`src/rtl/busca_pkg.sv`:
```
// Shared types and constants for the instruction-fetch unit.
// Latency: none (declarations only).
// Backpressure: not applicable.
package busca_pkg;

  // Fetch FSM: nothing outstanding, response pending, pending response is stale
  typedef enum logic [1:0] {
    OCIOSO   = 2'd0,
    ESPERA   = 2'd1,
    DESCARTE = 2'd2
  } estado_busca_t;

  localparam int INCR_PC = 4;

  // Widths of the saturating statistics counters
  localparam int LARG_BOLHAS    = 32;
  localparam int LARG_DESCARTES = 16;

endpackage

```
`src/rtl/unidade_busca_if.sv`:
```
// Fetch-unit bus: memory request/response, redirect, and decode-side queue head.
// Latency: none (wires only).
// Backpressure: mem_pronto throttles requests, parada holds the queue head.
interface unidade_busca_if #(
  parameter int LARGURA = 32
);
  logic               mem_req;
  logic [LARGURA-1:0] mem_end;
  logic               mem_pronto;
  logic               mem_valido;
  logic [LARGURA-1:0] mem_dado;
  logic               desvio;
  logic [LARGURA-1:0] endereco_salto;
  logic               parada;
  logic               inst_valido;
  logic [LARGURA-1:0] inst;
  logic [LARGURA-1:0] inst_pc;

  // Fetch unit side
  modport master (
    output mem_req, mem_end, inst_valido, inst, inst_pc,
    input  mem_pronto, mem_valido, mem_dado, desvio, endereco_salto, parada
  );

  // Memory / pipeline side
  modport slave (
    input  mem_req, mem_end, inst_valido, inst, inst_pc,
    output mem_pronto, mem_valido, mem_dado, desvio, endereco_salto, parada
  );
endinterface

```
`src/rtl/fila_busca.sv`:
```
// Circular prefetch queue of {pc, instruction} entries; flush has priority.
// Latency: a push is visible at the head the cycle after the write edge.
// Backpressure: push ignored when full, pop ignored when empty.
module fila_busca #(
  parameter  int LARGURA      = 32,
  parameter  int PROFUNDIDADE = 4,
  localparam int PW           = $clog2(PROFUNDIDADE),
  localparam int CW           = PW + 1
) (
  input  logic               clock,
  input  logic               reset_n,
  input  logic               push,
  input  logic               pop,
  input  logic               flush,
  input  logic [LARGURA-1:0] entra_pc,
  input  logic [LARGURA-1:0] entra_inst,
  output logic [LARGURA-1:0] cabeca_pc,
  output logic [LARGURA-1:0] cabeca_inst,
  output logic [CW-1:0]      cont
);

  logic [LARGURA-1:0] mem_pc   [PROFUNDIDADE];
  logic [LARGURA-1:0] mem_inst [PROFUNDIDADE];
  logic [PW-1:0]      ptr_esc;
  logic [PW-1:0]      ptr_lei;
  logic               push_ok;
  logic               pop_ok;

  assign push_ok     = push && (cont != CW'(PROFUNDIDADE));
  assign pop_ok      = pop && (cont != '0);
  assign cabeca_pc   = mem_pc[ptr_lei];
  assign cabeca_inst = mem_inst[ptr_lei];

  // Pointers wrap naturally because the depth is a power of two
  always_ff @(posedge clock or negedge reset_n) begin
    if (!reset_n) begin
      ptr_esc <= '0;
      ptr_lei <= '0;
      cont    <= '0;
      for (int i = 0; i < PROFUNDIDADE; i++) begin
        mem_pc[i]   <= '0;
        mem_inst[i] <= '0;
      end
    end else if (flush) begin
      ptr_esc <= '0;
      ptr_lei <= '0;
      cont    <= '0;
    end else begin
      if (push_ok) begin
        mem_pc[ptr_esc]   <= entra_pc;
        mem_inst[ptr_esc] <= entra_inst;
        ptr_esc           <= ptr_esc + 1'b1;
      end
      if (pop_ok) begin
        ptr_lei <= ptr_lei + 1'b1;
      end
      case ({push_ok, pop_ok})
        2'b10:   cont <= cont + 1'b1;
        2'b01:   cont <= cont - 1'b1;
        default: cont <= cont;
      endcase
    end
  end

endmodule

```
`src/rtl/unidade_busca.sv`:
```
// Instruction fetch: owns the PC, one outstanding memory request, prefetch queue to IF/ID.
// Latency: accept at edge N, response in the following cycle, queue head valid after edge N+1 of response.
// Backpressure: parada holds the head; requests stop once the queue cannot take the reply. Option: BUSCA_STATS_EN.
module unidade_busca
  import busca_pkg::*;
#(
  parameter int                 LARGURA      = 32,
  parameter int                 PROFUNDIDADE = 4,
  parameter logic [LARGURA-1:0] PC_INICIAL   = '0
) (
  input  logic                      clock,
  input  logic                      reset_n,
  unidade_busca_if.master           bus
`ifdef BUSCA_STATS_EN
  ,
  output logic [LARG_BOLHAS-1:0]    cont_bolhas,
  output logic [LARG_DESCARTES-1:0] cont_descartes
`endif
);

  localparam int                CW    = $clog2(PROFUNDIDADE) + 1;
  localparam logic [CW-1:0]     CHEIO = CW'(PROFUNDIDADE);
  localparam logic [CW-1:0]     QUASE = CW'(PROFUNDIDADE - 1);

  estado_busca_t      estado, prox_estado;
  logic [LARGURA-1:0] pc_busca;
  logic [LARGURA-1:0] end_pend;
  logic [LARGURA-1:0] alvo;
  logic [CW-1:0]      cont;
  logic               req_int;
  logic               aceite;
  logic               push;
  logic               pop;

  // Low two bits of the target are masked off rather than sliced away
  assign alvo = bus.endereco_salto & ~LARGURA'(3);

  assign bus.mem_req     = req_int && reset_n;
  assign bus.mem_end     = pc_busca;
  assign bus.inst_valido = (cont != '0);
  assign aceite          = req_int && bus.mem_pronto;
  assign push            = (estado == ESPERA) && bus.mem_valido && !bus.desvio;
  assign pop             = bus.inst_valido && !bus.parada && !bus.desvio;

  // Request issue and next state; a redirect blocks issue and may leave a stale reply in flight
  always_comb begin
    req_int     = 1'b0;
    prox_estado = estado;
    case (estado)
      OCIOSO:   req_int = (cont < CHEIO);
      ESPERA:   req_int = bus.mem_valido && (cont < QUASE);
      default:  req_int = 1'b0;
    endcase
    if (bus.desvio) begin
      req_int = 1'b0;
    end
    if (bus.desvio) begin
      if ((estado == ESPERA || estado == DESCARTE) && !bus.mem_valido) begin
        prox_estado = DESCARTE;
      end else begin
        prox_estado = OCIOSO;
      end
    end else begin
      case (estado)
        OCIOSO:   if (aceite) prox_estado = ESPERA;
        ESPERA:   if (bus.mem_valido) prox_estado = aceite ? ESPERA : OCIOSO;
        DESCARTE: if (bus.mem_valido) prox_estado = OCIOSO;
        default:  prox_estado = OCIOSO;
      endcase
    end
  end

  // State, fetch PC and address of the outstanding request
  always_ff @(posedge clock or negedge reset_n) begin
    if (!reset_n) begin
      estado   <= OCIOSO;
      pc_busca <= PC_INICIAL;
      end_pend <= PC_INICIAL;
    end else begin
      estado <= prox_estado;
      if (bus.desvio) begin
        pc_busca <= alvo;
      end else if (aceite) begin
        pc_busca <= pc_busca + LARGURA'(INCR_PC);
      end
      if (aceite) begin
        end_pend <= pc_busca;
      end
    end
  end

  fila_busca #(
    .LARGURA      (LARGURA),
    .PROFUNDIDADE (PROFUNDIDADE)
  ) u_fila (
    .clock       (clock),
    .reset_n     (reset_n),
    .push        (push),
    .pop         (pop),
    .flush       (bus.desvio),
    .entra_pc    (end_pend),
    .entra_inst  (bus.mem_dado),
    .cabeca_pc   (bus.inst_pc),
    .cabeca_inst (bus.inst),
    .cont        (cont)
  );

`ifdef BUSCA_STATS_EN
  logic bolha;
  logic descarte;

  assign bolha    = !bus.inst_valido && !bus.parada;
  assign descarte = bus.mem_valido &&
                    ((estado == DESCARTE) || (estado == ESPERA && bus.desvio));

  // Saturating bubble and dropped-response counters
  always_ff @(posedge clock or negedge reset_n) begin
    if (!reset_n) begin
      cont_bolhas    <= '0;
      cont_descartes <= '0;
    end else begin
      if (bolha && cont_bolhas != '1) begin
        cont_bolhas <= cont_bolhas + 1'b1;
      end
      if (descarte && cont_descartes != '1) begin
        cont_descartes <= cont_descartes + 1'b1;
      end
    end
  end
`endif

endmodule
```
`src/flat_wrapper.sv`:
```
// flat-port wrapper written by rule: the top's interface ports become plain ports
module unidade_busca_flat import busca_pkg::*;
#(
  parameter int                 LARGURA      = 32,
  parameter int                 PROFUNDIDADE = 4,
  parameter logic [LARGURA-1:0] PC_INICIAL   = '0
)
  (clock, reset_n, bus_mem_req, bus_mem_end, bus_inst_valido, bus_inst, bus_inst_pc, bus_mem_pronto, bus_mem_valido, bus_mem_dado, bus_desvio, bus_endereco_salto, bus_parada);
  unidade_busca_if #(.LARGURA(LARGURA)) bus_i ();
  input  logic clock;
  input  logic reset_n;
  output wire logic [$bits(bus_i.mem_req)-1:0] bus_mem_req;
  output wire logic [$bits(bus_i.mem_end)-1:0] bus_mem_end;
  output wire logic [$bits(bus_i.inst_valido)-1:0] bus_inst_valido;
  output wire logic [$bits(bus_i.inst)-1:0] bus_inst;
  output wire logic [$bits(bus_i.inst_pc)-1:0] bus_inst_pc;
  input wire logic [$bits(bus_i.mem_pronto)-1:0] bus_mem_pronto;
  input wire logic [$bits(bus_i.mem_valido)-1:0] bus_mem_valido;
  input wire logic [$bits(bus_i.mem_dado)-1:0] bus_mem_dado;
  input wire logic [$bits(bus_i.desvio)-1:0] bus_desvio;
  input wire logic [$bits(bus_i.endereco_salto)-1:0] bus_endereco_salto;
  input wire logic [$bits(bus_i.parada)-1:0] bus_parada;
  assign bus_mem_req = bus_i.mem_req;
  assign bus_mem_end = bus_i.mem_end;
  assign bus_inst_valido = bus_i.inst_valido;
  assign bus_inst = bus_i.inst;
  assign bus_inst_pc = bus_i.inst_pc;
  assign bus_i.mem_pronto = bus_mem_pronto;
  assign bus_i.mem_valido = bus_mem_valido;
  assign bus_i.mem_dado = bus_mem_dado;
  assign bus_i.desvio = bus_desvio;
  assign bus_i.endereco_salto = bus_endereco_salto;
  assign bus_i.parada = bus_parada;
  unidade_busca #(.LARGURA(LARGURA), .PROFUNDIDADE(PROFUNDIDADE), .PC_INICIAL(PC_INICIAL)) u_core (.clock(clock), .reset_n(reset_n), .bus(bus_i));
endmodule
```
`config.mk`:
```
export PLATFORM = sky130hd
export DESIGN_NAME = unidade_busca_flat
export DESIGN_NICKNAME = d
export VERILOG_FILES = /design/src/rtl/busca_pkg.sv /design/src/rtl/unidade_busca_if.sv /design/src/rtl/fila_busca.sv /design/src/rtl/unidade_busca.sv /design/src/flat_wrapper.sv
export SDC_FILE = /design/constraint.sdc
export NUM_CORES = 1
export LEC_CHECK = 0
export BUFFER_PORTS_ARGS = -buffer_cell sky130_fd_sc_hd__buf_4
export CORE_ASPECT_RATIO = 0.7
export CORE_MARGIN = 5
export CORE_UTILIZATION = 43
export CTS_BUF_LIST = sky130_fd_sc_hd__clkbuf_4
export DETAILED_ROUTE_END_ITERATION = 7
export PLACE_DENSITY = 0.59
export SYNTH_ARGS = -nofsm -noshare
export SYNTH_HDL_FRONTEND = slang
export SYNTH_HIERARCHICAL = 1
export SYNTH_SLANG_ARGS = --single-unit
```
`constraint.sdc`:
```
create_clock -name clock -period 3.4 [get_ports clock]
set_input_delay 0.68 -clock clock [delete_from_list [all_inputs] [get_ports clock]]
set_output_delay 0.68 -clock clock [all_outputs]
set_load 0.05 [all_outputs]
```
==> results of run 1 <==
## per-stage QoR
step,hold WS (ps),std cells,utilization,setup TNS [ps]
2_1_floorplan,384,987,-,0
3_3_place_gp,468,1575,0.489,0
3_5_place_dp,476,1575,0.489,0
4_1_cts,54.0,1719,0.521,0
5_1_grt,47.1,1721,0.521,-2.91
6_report,151,1721,0.521,0
## critical path: stages, from the launching register on
cell and delay (ps):
dfrtp_4 630, buf_12 320, mux4_2 590, buf_4 220
## cells in the mapped netlist (4+ instances only)
cell type / instances
xor2_1: 10
a21oi_1: 6
buf_6: 24
a31oi_1: 6
nor3_1: 10
and3_1: 4
dfrtp_1: 325
nor2_1: 14
nand3_4: 4
o21ai_1: 24
nand4_1: 9
mux2_1: 124
mux4_2: 64
nand2_1: 39
nand2b_1: 5
clkbuf_1: 16
buf_4: 6
xnor2_1: 13
nand3_1: 9
mux2_2: 165
or3_1: 9
buf_2: 9
ha_1: 8
inv_1: 7
o21ai_0: 5
nor4_1: 8
buf_1: 7
## flip-flops by register name, summed over array words and instances (netlist names)
signal,flops
u_core/u_fila/mem_pc,128
u_core/end_pend,30
u_core/estado,2
u_core/u_fila/cont,3
u_core/u_fila/ptr_lei,2
u_core/bus.mem_end,30
u_core/u_fila/mem_inst,128
u_core/u_fila/ptr_esc,2
## final cells by class
cell class,count,area share
repair buffers,187,0.0862
inverters,8,0.00171
multi-input cells,592,0.355
clock inverters,26,0.0105
diodes,2,0.000285
clock buffers,117,0.0500
well taps,464,0.0331
flip-flops and latches,325,0.464
## logic make-up (layout without fill, tap and decap cells)
family	Yosys count	count (layout)	share of synthesized area
xor gates and xnor gates	23	23	0.0136
and+or+nand+nor	135	135	0.0519
AOI/OAI and AO/OA	61	61	0.0256
muxes	354	354	0.318
other	1	12	0.000254
adders and majority gates	9	9	0.00812
buffers and inverters	70	338	0.0322
DFF	325	325	0.550
## metal layers
metal  GRT usage  vias up  share of wire
met3      0.0540       58          0.053
li1            -     4133              -
met2       0.272      207           0.46
met4      0.0569        0          0.019
met1       0.257     4766           0.47
met5           0        -              0
## worst max-delay path by stage
stage                                      end  slack [ps]
global placement     u_core/u_fila/mem_inst[1]         490
floorplan                u_core/u_fila/cont[1]         230
CTS                            bus_inst_pc[31]          70
detailed placement  u_core/u_fila/mem_inst[19]         470
global route                   bus_inst_pc[31]          -3
finish                         bus_inst_pc[31]         220
## power breakdown
| group | internal, mW | switching [mW] |
|---|---|---|
| Sequential | 4.55 | 0.552 |
| Clock | 1.81 | 1.57 |
| Combinational | 1.44 | 2.33 |
==> qor.csv, run 1 <==
metric,value,unit
fillers,3002,
totalWireLength,34100,µm
final_common_cell,dfrtp_1,
io_buffers,163,
cp.required,2720,ps
ir_worst_vdd,0.393,mV
r2r-end,u_core/u_fila/cont[1],
ant_nets,0,
grt_overflow,0,
grt_pass1_vias,9665,
setup_viol,0,
async_reset_ff_frac,1.00,
initial_core_util,0.439,
fin_skew,36.8,ps
core,33700,µm²
cts_resized,0,
critPathLaunchType,flop,
fin_nets,1277,
power_density,698,nW/µm²
min_to,u_core/bus.mem_end[11],
clk_pin_slew_worst_paths,70,ps
die-height,165,µm
grt_max_degree,146,
hp-class,in -> reg,
multiInputGateArea,6220,µm²
fmax,314,MHz
fin_crit,3180,ps
placed_area,16500,µm²
ys_types,58,
grt_pass1_wl,54300,µm
yosysWarnings,6,
row_count,56,
cts-htree-levels,3,
fin_area,17600,µm²
clockRootBuffer,clkbuf_4,
power_leakage,8.38,nW
clk_latency,740,ps
routed_via_density,5.32,
yosys.area.top_type,dfrtp_1,
synth-seq-cells,325,
drive_above_1_share,0.440,
r2r-start,u_core/u_fila/cont[1],
whs_path_depth,3,
vias,9164,
maxCapViolations,0,
tightest_slew,834,ps
synth.top_cell.area_share,0.550,
io-pin-count,168,
seq_area,8140,µm²
dr.pass1.iters,5,
drt_iter0_drc,547,
slew_viol_final,0,
synth_area_leaders,"dfrtp_1 55%, mux2_2 13%, mux4_2 9.7%",
synth_edf_count,0,
final_cell_mix,"323 x dfrtp_1, 177 x buf_4, 165 x mux2_2",
fin_ws,215,ps
dp_hpwl,21600,µm
cts_tree,yes,
finalHoldViolations,0,
status,"complete, no violations",
arrival,2500,ps
syn_avg_cell_area,15.1,µm²
end_kind,primary output,
synth_seq_area_share,0.550,
synthCells,978,
ctsHoldBuffers,1,
cts.sinks,325,
areaGrowthSynthToFinish,18.7,%
crit_start,u_core/u_fila/ptr_lei[0],
path_max_fanout,30,
grtUsageTotal,0.182,
die_w,232,µm
p_total,12.3,mW
holdCritStartpoint,bus_endereco_salto[11],
wl_per_cell,19.8,µm
die_area,38300,µm²
post-place-ws,474,ps
r2r_cells,9,
crit_type,reg -> out,
antenna_found_initial,2,
gp_congestion,0.836,
drc,0,
cts_buffers,84,
r2r_slack,650,ps
synth_top_flop_cell,dfrtp_1,
relSlewSlack,0.444,
clockBufferDepth,3,
synth_area,14800,µm²
postCtsSetupBuffers,0,
post-route-period-util,0.937,
(Power assumes the default switching activity.)
==> run 2, diff against run 1 <==
- ABC_AREA: default -> 1
- PLACE_DENSITY: 0.59 -> 0.58
- SLEW_MARGIN: default -> 5
==> qor.csv, run 2 <==
metric,value,unit,change
gp_congestion,0.913,,+9.2%
dr.pass1.iters,5,,unchanged
grt_max_degree,144,,-1.4%
fin_skew,35.7,ps,-1.08 ps
path_cells,buf_8 > o21ai_0 > o22ai_1 > buf_4,,
initial_core_util,0.432,,-0.00659
fin_ws,173,ps,-42.5 ps
worst-path-buf-inv,2,,unchanged
clk_pin_slew_worst_paths,60,ps,about the same
row_count,59,,+5.4%
critPathMaxStageDelay,620,ps,about the same
cp_slowest_cell,dfrtp_4,,
synthTopCellsByCount,"510 x nand2_1, 325 x dfrtp_1, 181 x nor2_1",,
clockRootBuffer,clkbuf_4,,
antenna_found_initial,2,,unchanged
crit_type,reg -> out,,
io_buffers,163,,unchanged
grtUsageTotal,0.204,,+0.0228
ant_nets,0,,unchanged
r2r_slack,1030,ps,+380 ps
final_common_cell,nand2_1,,
cp.required,2720,ps,about the same
setup_viol,0,,unchanged
synth.top_cell.area_share,0.511,,-0.0391
clk_latency,750,ps,about the same
synthAdderAreaFrac,0.00755,,-0.000578
power_density,726,nW/µm²,+4.0%
slew_viol_final,0,,unchanged
grt_overflow,0,,unchanged
yosysWarnings,6,,unchanged
synth_seq_area_share,0.511,,-0.0391
die_w,240,µm,+3.6%
muxShareOfSynthArea,0,,-0.318
wl_per_cell,16.2,µm,-18%
async_reset_ff_frac,1.00,,unchanged
synth_compound_gate_area_share,0.196,,+0.170
vias,13100,,+43%
status,"complete, no violations",,
post-place-ws,733,ps,+259 ps
timing.setup.tns,0,ps,unchanged
synth_edf_count,0,,unchanged
fin_nets,2105,,+65%
drc,0,,unchanged
cts_tree,yes,,
die-height,171,µm,+3.5%
cts-htree-levels,3,,unchanged
synthCells,1858,,+90%
hp-class,in -> async,,
synth.most_common_cell,nand2_1,,
arrival,2550,ps,+50 ps
cts.sinks,325,,unchanged
tightest_slew,823,ps,-11.2 ps
cts_buffers,90,,+7.1%
grt_pass1_wl,67800,µm,+25%
postCtsSetupBuffers,0,,unchanged
relSlewSlack,0.452,,+0.00747
synth_area,15900,µm²,+7.7%
yosys.area.top_type,dfrtp_1,,
fmax,310,MHz,-1.3%
areaGrowthSynthToFinish,15.7,%,
r2r_cells,12,,+3
synth_area_leaders,"dfrtp_1 51%, nand2_1 12%, o21ai_2 8.1%",,
synth_top_family_by_area,compound AO/OA/AOI/OAI gates,,
grt_pass1_vias,12700,,+32%
core,36800,µm²,+9.3%
synth_simple_gate_area_frac,0.192,,+0.140
post-route-period-util,0.949,,+0.0125
maxCapViolations,0,,unchanged
r2r-start,u_core/u_fila/cont[2],,
drive_above_1_share,0.239,,-0.201
critPathLaunchType,flop,,
rsz0062_at_grt,no,,
reg_top3,"u_core/u_fila/mem_inst (128), u_core/u_fila/mem_pc (128)",,
clockBufferDepth,3,,unchanged
synth_top_flop_cell,dfrtp_1,,
end_kind,primary output,,
p_total,13.4,mW,+9.1%
synth-seq-cells,325,,unchanged
finalHoldViolations,0,,unchanged
path_max_fanout,46,,+53%
ys_types,30,,-48%
power_leakage,9.14,nW,+9.1%
drt_iter0_drc,1040,,+90%
cp_top_family,flip-flops,,
fin_crit,3230,ps,+42.5 ps
routed_via_density,5.07,,-4.9%
final_cell_mix,"510 x nand2_1, 323 x dfrtp_1, 181 x nor2_1",,
die_area,41000,µm²,+7.3%
synth-xor-area-share,0.00495,,-0.00867
syn_avg_cell_area,8.57,µm²,-43%
ir_worst_vdd,0.428,mV,+8.9%
totalWireLength,41900,µm,+23%
ctsHoldBuffers,0,,-1
r2r-end,u_core/u_fila/cont[2],,
io-pin-count,168,,unchanged
dp_hpwl,26400,µm,+22%
-- run 2: cell count changes in the layout (fill, tap and decap cells not counted), moves of 64 or more --
cell	change
inv_1	+118
mux2_1	-124
mux2_2	-165
mux4_2	-64
nand2_1	+471
nor2_1	+168
o21ai_0	+152
o21ai_1	+98
o21ai_2	+147
-- run 2: kinds of logic after synthesis --
logic type	count (synthesis)
and+or+nand+nor	771
AOI/OAI and AO/OA	496
DFF	325
buffers and inverters	247
xor gates and xnor gates	9
adders and majority gates	9
other	1
-- run 2: how the worst max path moves through the flow --
stage | depth (start not counted) | end | from | slack, ps
floorplan | 6 | bus_inst[22] | u_core/u_fila/ptr_lei[0] | 870
global placement | 12 | u_core/u_fila/cont[2] | bus_desvio | 770
detailed placement | 4 | bus_inst_pc[26] | u_core/u_fila/ptr_lei[0] | 730
CTS | 4 | bus_inst_pc[29] | u_core/u_fila/ptr_lei[1] | 40
global route | 4 | bus_inst_pc[26] | u_core/u_fila/ptr_lei[0] | 20
finish | 4 | bus_inst_pc[26] | u_core/u_fila/ptr_lei[0] | 170
-- run 2: cell type report --
class                      count  area, µm²
inverter                     128        485
timing repair buffer         192       1590
multi-input combinational   1289       6420
fill                        3641      18400
clock inverter                22        140
antenna                        1       2.50
clock buffer                 136       1020
sequential                   325       8140
tap                          488        611
-- run 2: what timing repair did --
| action | in CTS | in global routing |
|---|---|---|
| setup endpoints to repair | 5 | 3 |
| resized for setup | 4 | 3 |
| hold endpoints to repair | 0 | 0 |
-- run 2: layer usage --
| layer | share of wire | up-vias | wire, µm | GRT usage |
|---|---|---|---|---|
| met5 | 0 | - | 0 | 0 |
| met4 | 0.018 | 0 | 760 | 0.0651 |
| met3 | 0.061 | 64 | 2560 | 0.0451 |
| met2 | 0.45 | 344 | 18700 | 0.307 |
| met1 | 0.47 | 6173 | 19900 | 0.297 |
| li1 | - | 6492 | - | - |
-- run 2: worst register-to-register path, delay by kind of cell (launching register included) --
family / cells / cell delay (ps)
simple gates: 8 / 1000
xor+xnor: 1 / 180
fa+ha+maj: 1 / 410
buf+inv: 2 / 170
flops: 1 / 490
-- run 2: power breakdown --
part	internal [mW]	leakage, nW	total (mW)	switching, mW
sequential	4.45	4.41	4.92	0.476
clock	1.97	0.692	3.62	1.65
combinational	1.41	4.04	4.83	3.42
-- run 2: metrics by stage --
stage                     utilization  cells  hold WS, ps  cell area [µm²]
after floorplan                     -   1861          384            15900
after global placement          0.467   2422          459            17200
after detailed placement        0.467   2422          462            17200
after CTS                       0.499   2580         18.9            18400
after global routing            0.500   2581         32.7            18400
final                           0.500   2581         78.1            18400
